## config.mk

```make
export PLATFORM = sky130hd
export DESIGN_NAME = present_inv_sbox_dom_d1
export DESIGN_NICKNAME = d
export VERILOG_FILES = /design/src/rtl/present_inv_sbox_dom_d1.sv
export SDC_FILE = /design/constraint.sdc
export NUM_CORES = 1
export LEC_CHECK = 0
export ABC_AREA = 0
export ABC_CLOCK_PERIOD_IN_PS = 1750
export BUFFER_PORTS_ARGS = -buffer_cell sky130_fd_sc_hd__clkbuf_2
export CAP_MARGIN = 10
export CORE_ASPECT_RATIO = 1.1
export CORE_UTILIZATION = 50
export DETAILED_ROUTE_END_ITERATION = 10
export PLACE_DENSITY = 0.73
export SLEW_MARGIN = 20
export SYNTH_ARGS = -nofsm -noshare
export SYNTH_HDL_FRONTEND = slang
export SYNTH_SLANG_ARGS = --single-unit
```

## constraint.sdc

```tcl
create_clock -name clock_0 -period 1.75 [get_ports clock_0]
set_input_delay 0.2625 -clock clock_0 [delete_from_list [all_inputs] [get_ports clock_0]]
set_output_delay 0.2625 -clock clock_0 [all_outputs]
set_load 0.005 [all_outputs]
```

## src/rtl/present_inv_sbox_dom_d1.sv

```systemverilog
// First-order DOM-indep masked PRESENT inverse S-box, built as quadratic layer G then layer F.
// Latency: 3 cycles with PRESENT_INV_SBOX_OUT_REG_EN defined, 2 cycles without it.
// Backpressure: none; accepts a nibble every cycle and has no stall input.
module present_inv_sbox_dom_d1 (
  input  logic clock_0,
  input  logic reset_0,
  input  logic in_valid,
  input  logic io_i0_s0,
  input  logic io_i1_s0,
  input  logic io_i2_s0,
  input  logic io_i3_s0,
  input  logic io_i0_s1,
  input  logic io_i1_s1,
  input  logic io_i2_s1,
  input  logic io_i3_s1,
  input  logic p_rand_0,
  input  logic p_rand_1,
  input  logic p_rand_2,
  input  logic p_rand_3,
  input  logic p_rand_4,
  input  logic p_rand_5,
  input  logic p_rand_6,
  input  logic p_rand_7,
  output logic out_valid,
  output logic io_o0_s0,
  output logic io_o1_s0,
  output logic io_o2_s0,
  output logic io_o3_s0,
  output logic io_o0_s1,
  output logic io_o1_s1,
  output logic io_o2_s1,
  output logic io_o3_s1
);

`ifdef PRESENT_INV_SBOX_OUT_REG_EN
  localparam int LAT = 3;
`else
  localparam int LAT = 2;
`endif

  // Unmasked view: y0 = 1^a0^a2^a1a3, y1 = a0^a1^a3^q^r^a0(a2^p^q^r),
  // y2 = 1^a3^p^q^s^a0(a2^a3^p^q^r), y3 = a0^a1^a2^a3^s^a0(p^r)
  // with G products p=a1a2, q=a1a3, r=a2a3, s=a0a1.
  // Linear part of layer F for one share; the constant 1 goes into share 0 only.
  function automatic logic [3:0] lin_terms(input logic [3:0] n, input logic [3:0] g,
                                           input logic c);
    lin_terms = {n[0] ^ n[1] ^ n[2] ^ n[3] ^ g[3],
                 c ^ n[3] ^ g[0] ^ g[1] ^ g[3],
                 n[0] ^ n[1] ^ n[3] ^ g[1] ^ g[2],
                 c ^ n[0] ^ n[2]};
  endfunction

  logic [3:0] in_sh0, in_sh1, rnd_g, rnd_f;
  assign in_sh0 = {io_i3_s0, io_i2_s0, io_i1_s0, io_i0_s0};
  assign in_sh1 = {io_i3_s1, io_i2_s1, io_i1_s1, io_i0_s1};
  assign rnd_g  = {p_rand_3, p_rand_2, p_rand_1, p_rand_0};
  assign rnd_f  = {p_rand_7, p_rand_6, p_rand_5, p_rand_4};

  // Layer G multiplier operands, bit k = multiplier k: {s, r, q, p}
  logic [3:0] ga0, gb0, ga1, gb1;
  assign ga0 = {in_sh0[0], in_sh0[2], in_sh0[1], in_sh0[1]};
  assign gb0 = {in_sh0[1], in_sh0[3], in_sh0[3], in_sh0[2]};
  assign ga1 = {in_sh1[0], in_sh1[2], in_sh1[1], in_sh1[1]};
  assign gb1 = {in_sh1[1], in_sh1[3], in_sh1[3], in_sh1[2]};

  logic [3:0] g_in0_q, g_in1_q, g_cr0_q, g_cr1_q;
  logic [3:0] nib0_q, nib1_q, rnd_f_q;

  // Layer G register: DOM inner/refreshed cross terms, plus share and layer-F randomness delay
  always_ff @(posedge clock_0 or negedge reset_0) begin
    if (!reset_0) begin
      g_in0_q <= '0;
      g_in1_q <= '0;
      g_cr0_q <= '0;
      g_cr1_q <= '0;
      nib0_q  <= '0;
      nib1_q  <= '0;
      rnd_f_q <= '0;
    end else begin
      g_in0_q <= ga0 & gb0;
      g_in1_q <= ga1 & gb1;
      g_cr0_q <= (ga0 & gb1) ^ rnd_g;
      g_cr1_q <= (ga1 & gb0) ^ rnd_g;
      nib0_q  <= in_sh0;
      nib1_q  <= in_sh1;
      rnd_f_q <= rnd_f;
    end
  end

  // Recombined G outputs per share domain: {s, r, q, p}
  logic [3:0] g0, g1;
  assign g0 = g_in0_q ^ g_cr0_q;
  assign g1 = g_in1_q ^ g_cr1_q;

  // Layer F operands, bit k = multiplier k: {a1*a3, a0*(p^r), a0*(a2^a3^p^q^r), a0*(a2^p^q^r)}
  logic [3:0] fa0, fb0, fa1, fb1;
  assign fa0 = {nib0_q[1], nib0_q[0], nib0_q[0], nib0_q[0]};
  assign fb0 = {nib0_q[3], g0[0] ^ g0[2],
                nib0_q[2] ^ nib0_q[3] ^ g0[0] ^ g0[1] ^ g0[2],
                nib0_q[2] ^ g0[0] ^ g0[1] ^ g0[2]};
  assign fa1 = {nib1_q[1], nib1_q[0], nib1_q[0], nib1_q[0]};
  assign fb1 = {nib1_q[3], g1[0] ^ g1[2],
                nib1_q[2] ^ nib1_q[3] ^ g1[0] ^ g1[1] ^ g1[2],
                nib1_q[2] ^ g1[0] ^ g1[1] ^ g1[2]};

  logic [3:0] f_in0_q, f_in1_q, f_cr0_q, f_cr1_q, lin0_q, lin1_q;

  // Layer F register: DOM terms plus per-share linear terms aligned with them
  always_ff @(posedge clock_0 or negedge reset_0) begin
    if (!reset_0) begin
      f_in0_q <= '0;
      f_in1_q <= '0;
      f_cr0_q <= '0;
      f_cr1_q <= '0;
      lin0_q  <= '0;
      lin1_q  <= '0;
    end else begin
      f_in0_q <= fa0 & fb0;
      f_in1_q <= fa1 & fb1;
      f_cr0_q <= (fa0 & fb1) ^ rnd_f_q;
      f_cr1_q <= (fa1 & fb0) ^ rnd_f_q;
      lin0_q  <= lin_terms(nib0_q, g0, 1'b1);
      lin1_q  <= lin_terms(nib1_q, g1, 1'b0);
    end
  end

  // Output shares: each bit is its linear term plus one F product
  logic [3:0] f0, f1, res0, res1, out0, out1;
  assign f0   = f_in0_q ^ f_cr0_q;
  assign f1   = f_in1_q ^ f_cr1_q;
  assign res0 = lin0_q ^ {f0[2], f0[1], f0[0], f0[3]};
  assign res1 = lin1_q ^ {f1[2], f1[1], f1[0], f1[3]};

`ifdef PRESENT_INV_SBOX_OUT_REG_EN
  logic [3:0] out0_q, out1_q;

  // Output register stage
  always_ff @(posedge clock_0 or negedge reset_0) begin
    if (!reset_0) begin
      out0_q <= '0;
      out1_q <= '0;
    end else begin
      out0_q <= res0;
      out1_q <= res1;
    end
  end

  assign out0 = out0_q;
  assign out1 = out1_q;
`else
  assign out0 = res0;
  assign out1 = res1;
`endif

  logic [LAT-1:0] vld_q;

  // Valid shift register tracking each nibble through the pipeline
  always_ff @(posedge clock_0 or negedge reset_0) begin
    if (!reset_0) vld_q <= '0;
    else          vld_q <= {vld_q[LAT-2:0], in_valid};
  end

  assign out_valid = vld_q[LAT-1];
  assign {io_o3_s0, io_o2_s0, io_o1_s0, io_o0_s0} = out0;
  assign {io_o3_s1, io_o2_s1, io_o1_s1, io_o0_s1} = out1;

endmodule

```

==> reports/qor.yml <==
placed_design:
  place_inst: 250
  place_congestion: 0.857
  hpwlAfterDp_um: 2750
  placed_cell_area_mm2: 0.00249
  io_buffer_count: 27
  dp_slack_ns: 0.118
worst_setup_path:
  worstPathRequired_ns: 1.97
  rrSetupSlack_ns: 0.10
  start_kind: "flop"
  cp_max_fo: 4
  crit_arrival_ns: 1.87
  endpoint_kind: "flop"
  worstSetupPathType: "flop to flop"
cells_and_area:
  diodes: 0
  multi_input_area_um2: 881
  fill_cells: 346
  syn2layout_area_growth_pct: 15.6
  drive_gt1_share_pct: 21.5
  finalInstanceArea_mm2: 0.00261
  nets: 223
  final-instance-count-excl-fill: 259
  final_cell_mix: "dfrtp_1 (54), xnor2_1 (53), clkbuf_2 (27)"
  mostFrequentLayoutCell: "dfrtp_1"
  seq_area_mm2: 0.00135
  fin_util_pct: 60.4
synth:
  seq_area_frac_synth_pct: 59.9
  ys_types: 17
  syn_inst: 166
  syn-cell-area_mm2: 0.00225
  synth_nets: 185
  yosys-top-cells-area: "dfrtp_1 (60%), xnor2_1 (21%), and2_1 (4.2%), xor2_1 (3.9%), nand2_1 (2.3%)"
  ys_ff_latch: 54
  avgSynthCellArea_um2: 13.6
  yosysWarnings: 0
  synth.largest_area_cell: "dfrtp_1"
  yosysTopAreaCellShare_pct: 59.9
clock_network:
  clk-insertion-delay-late_ns: 0.30
  cts_sinks: 54
  cts_tree: "done"
  cts_resized: 0
  h-tree-depth: 2
  root_buffer: "clkbuf_8"
  cts_inserted_buffers: 5
  clock_path_buffers: 2
  clk_pin_slew_ns: 0.09
floorplanning:
  dieHeight_um: 72.4
  start_util_pct: 52.2
  core_mm2: 0.00432
  placementRows: 25
  ioPinCount: 28
  die_x_um: 66.0
  dieArea_mm2: 0.00478
flow_run:
  cap_violations: 0
sta:
  period_share_pct: 94.1
  fmax_mhz: 607
  finalHoldViolations: 0
  clock_skew_ns: 0.00429
  tns_ns: 0
  max-slew-margin-rel_pct: 69.4
  rsz0062_at_grt: "false"
  worst_pin_slew_ns: 0.459
  setup_viol: 0
  setup_ws_ns: 0.104
  holdWs_ns: 0.0618
  slew_viol_final: 0
  fin_crit_ns: 1.65
routing:
  first_pass_iters: 4
  wl_per_cell_um: 13.3
  vias_per_cell: 4.60
  routed_wl_um: 3440
  vias: 1191
  ant_nets: 0
  drc: 0
  drt_iter0_drc: 49
min_path:
  worstHoldPathType: "input port to flop"
grt:
  grt_max_degree: 38
  antenna_found_initial: 0
  grt_pass1_wl_um: 5770
  grtUsageTotal_pct: 17.2
  grt_pass1_vias: 1292
  grt_overflow: 0
pwr:
  leakagePower_nw: 1.19
  p_per_area_mw_per_mm2: 1230
  power.total_mw: 3.21
  irDropWorstVdd_mv: 0.499
outcome:
  run_status: "finished, final reports clean"
-- logic make-up (layout without fill, tap and decap cells) --
logic type             Yosys count  in the layout  synth area share (%)
flip-flops                      54             54                  59.9
multiplexers                     4              4                  1.78
XOR/XNOR                        68             68                  29.4
AND/OR/NAND/NOR                 36             36                  7.88
buffers and inverters            4             43                 0.999
-- critical path, stage by stage (launching register included) --
cell	delay [ns]
dfrtp_1	0.40
xor2_2	0.28
xnor3_2	0.47
mux2i_1	0.24
xor2_1	0.18
-- metal layers --
metal / vias to the layer above / part of all wire (%) / wire length (um) / global-route usage [%]
met4: 0 / 1.7 / 60 / 7.80
met1: 582 / 40 / 1370 / 18.2
li1: 580 / - / - / -
met2: 23 / 54 / 1870 / 31.3
met5: - / 0 / 0 / 0
met3: 6 / 4.1 / 142 / 4.87
-- cells in the mapped netlist, drive strengths merged --
cell type  number
nand2b          1
xnor3           2
nand2          14
buf             1
xor2           11
mux2i           4
dfrtp          54
inv             2
xor3            2
xnor2          53
nor2            5
and2           15
or2             1
clkbuf          1
-- cell type report --
type | instances | area share (%)
clock buffers | 7 | 3.69
clock inverters | 1 | 0.336
inverters | 2 | 0.288
multi-input cells | 108 | 33.8
flip-flops and latches | 54 | 51.8
well taps | 54 | 2.59
repair buffers | 33 | 7.49
-- sequential cells by signal (all words and copies together) (netlist names) --
register	count
f_in1_q	4
lin0_q	4
g_cr1_q	4
f_cr0_q	4
nib1_q	4
g_in0_q	4
g_in1_q	4
rnd_f_q	4
lin1_q	4
f_cr1_q	4
g_cr0_q	4
vld_q	2
nib0_q	4
f_in0_q	4
-- where the power goes --
| part | leakage, nW | switching [mW] | internal [mW] |
|---|---|---|---|
| registers | 0.649 | 0.104 | 1.44 |
| logic | 0.487 | 0.399 | 0.532 |
| clock network | 0.0544 | 0.371 | 0.362 |
-- final timing paths --
check / start / endpoint / depth (start not counted)
worst min register to register: vld_q[0] / vld_q[1] / 0
worst max-delay path: g_cr1_q[2] / f_cr0_q[1] / 4
worst max register to register: g_cr1_q[2] / f_cr0_q[1] / 4
min in group asynchronous: reset_0 / f_in0_q[2] / 2
worst min-delay path: p_rand_7 / rnd_f_q[3] / 1
max in group asynchronous: reset_0 / g_in0_q[1] / 3
-- repair_timing --
item,4_1_cts,5_1_grt
hold endpoints to repair,17,0
hold buffers,1,0
buffers inserted,0,0
setup endpoints to repair,0,0
Note: power is estimated with default switching activity, not from simulation.
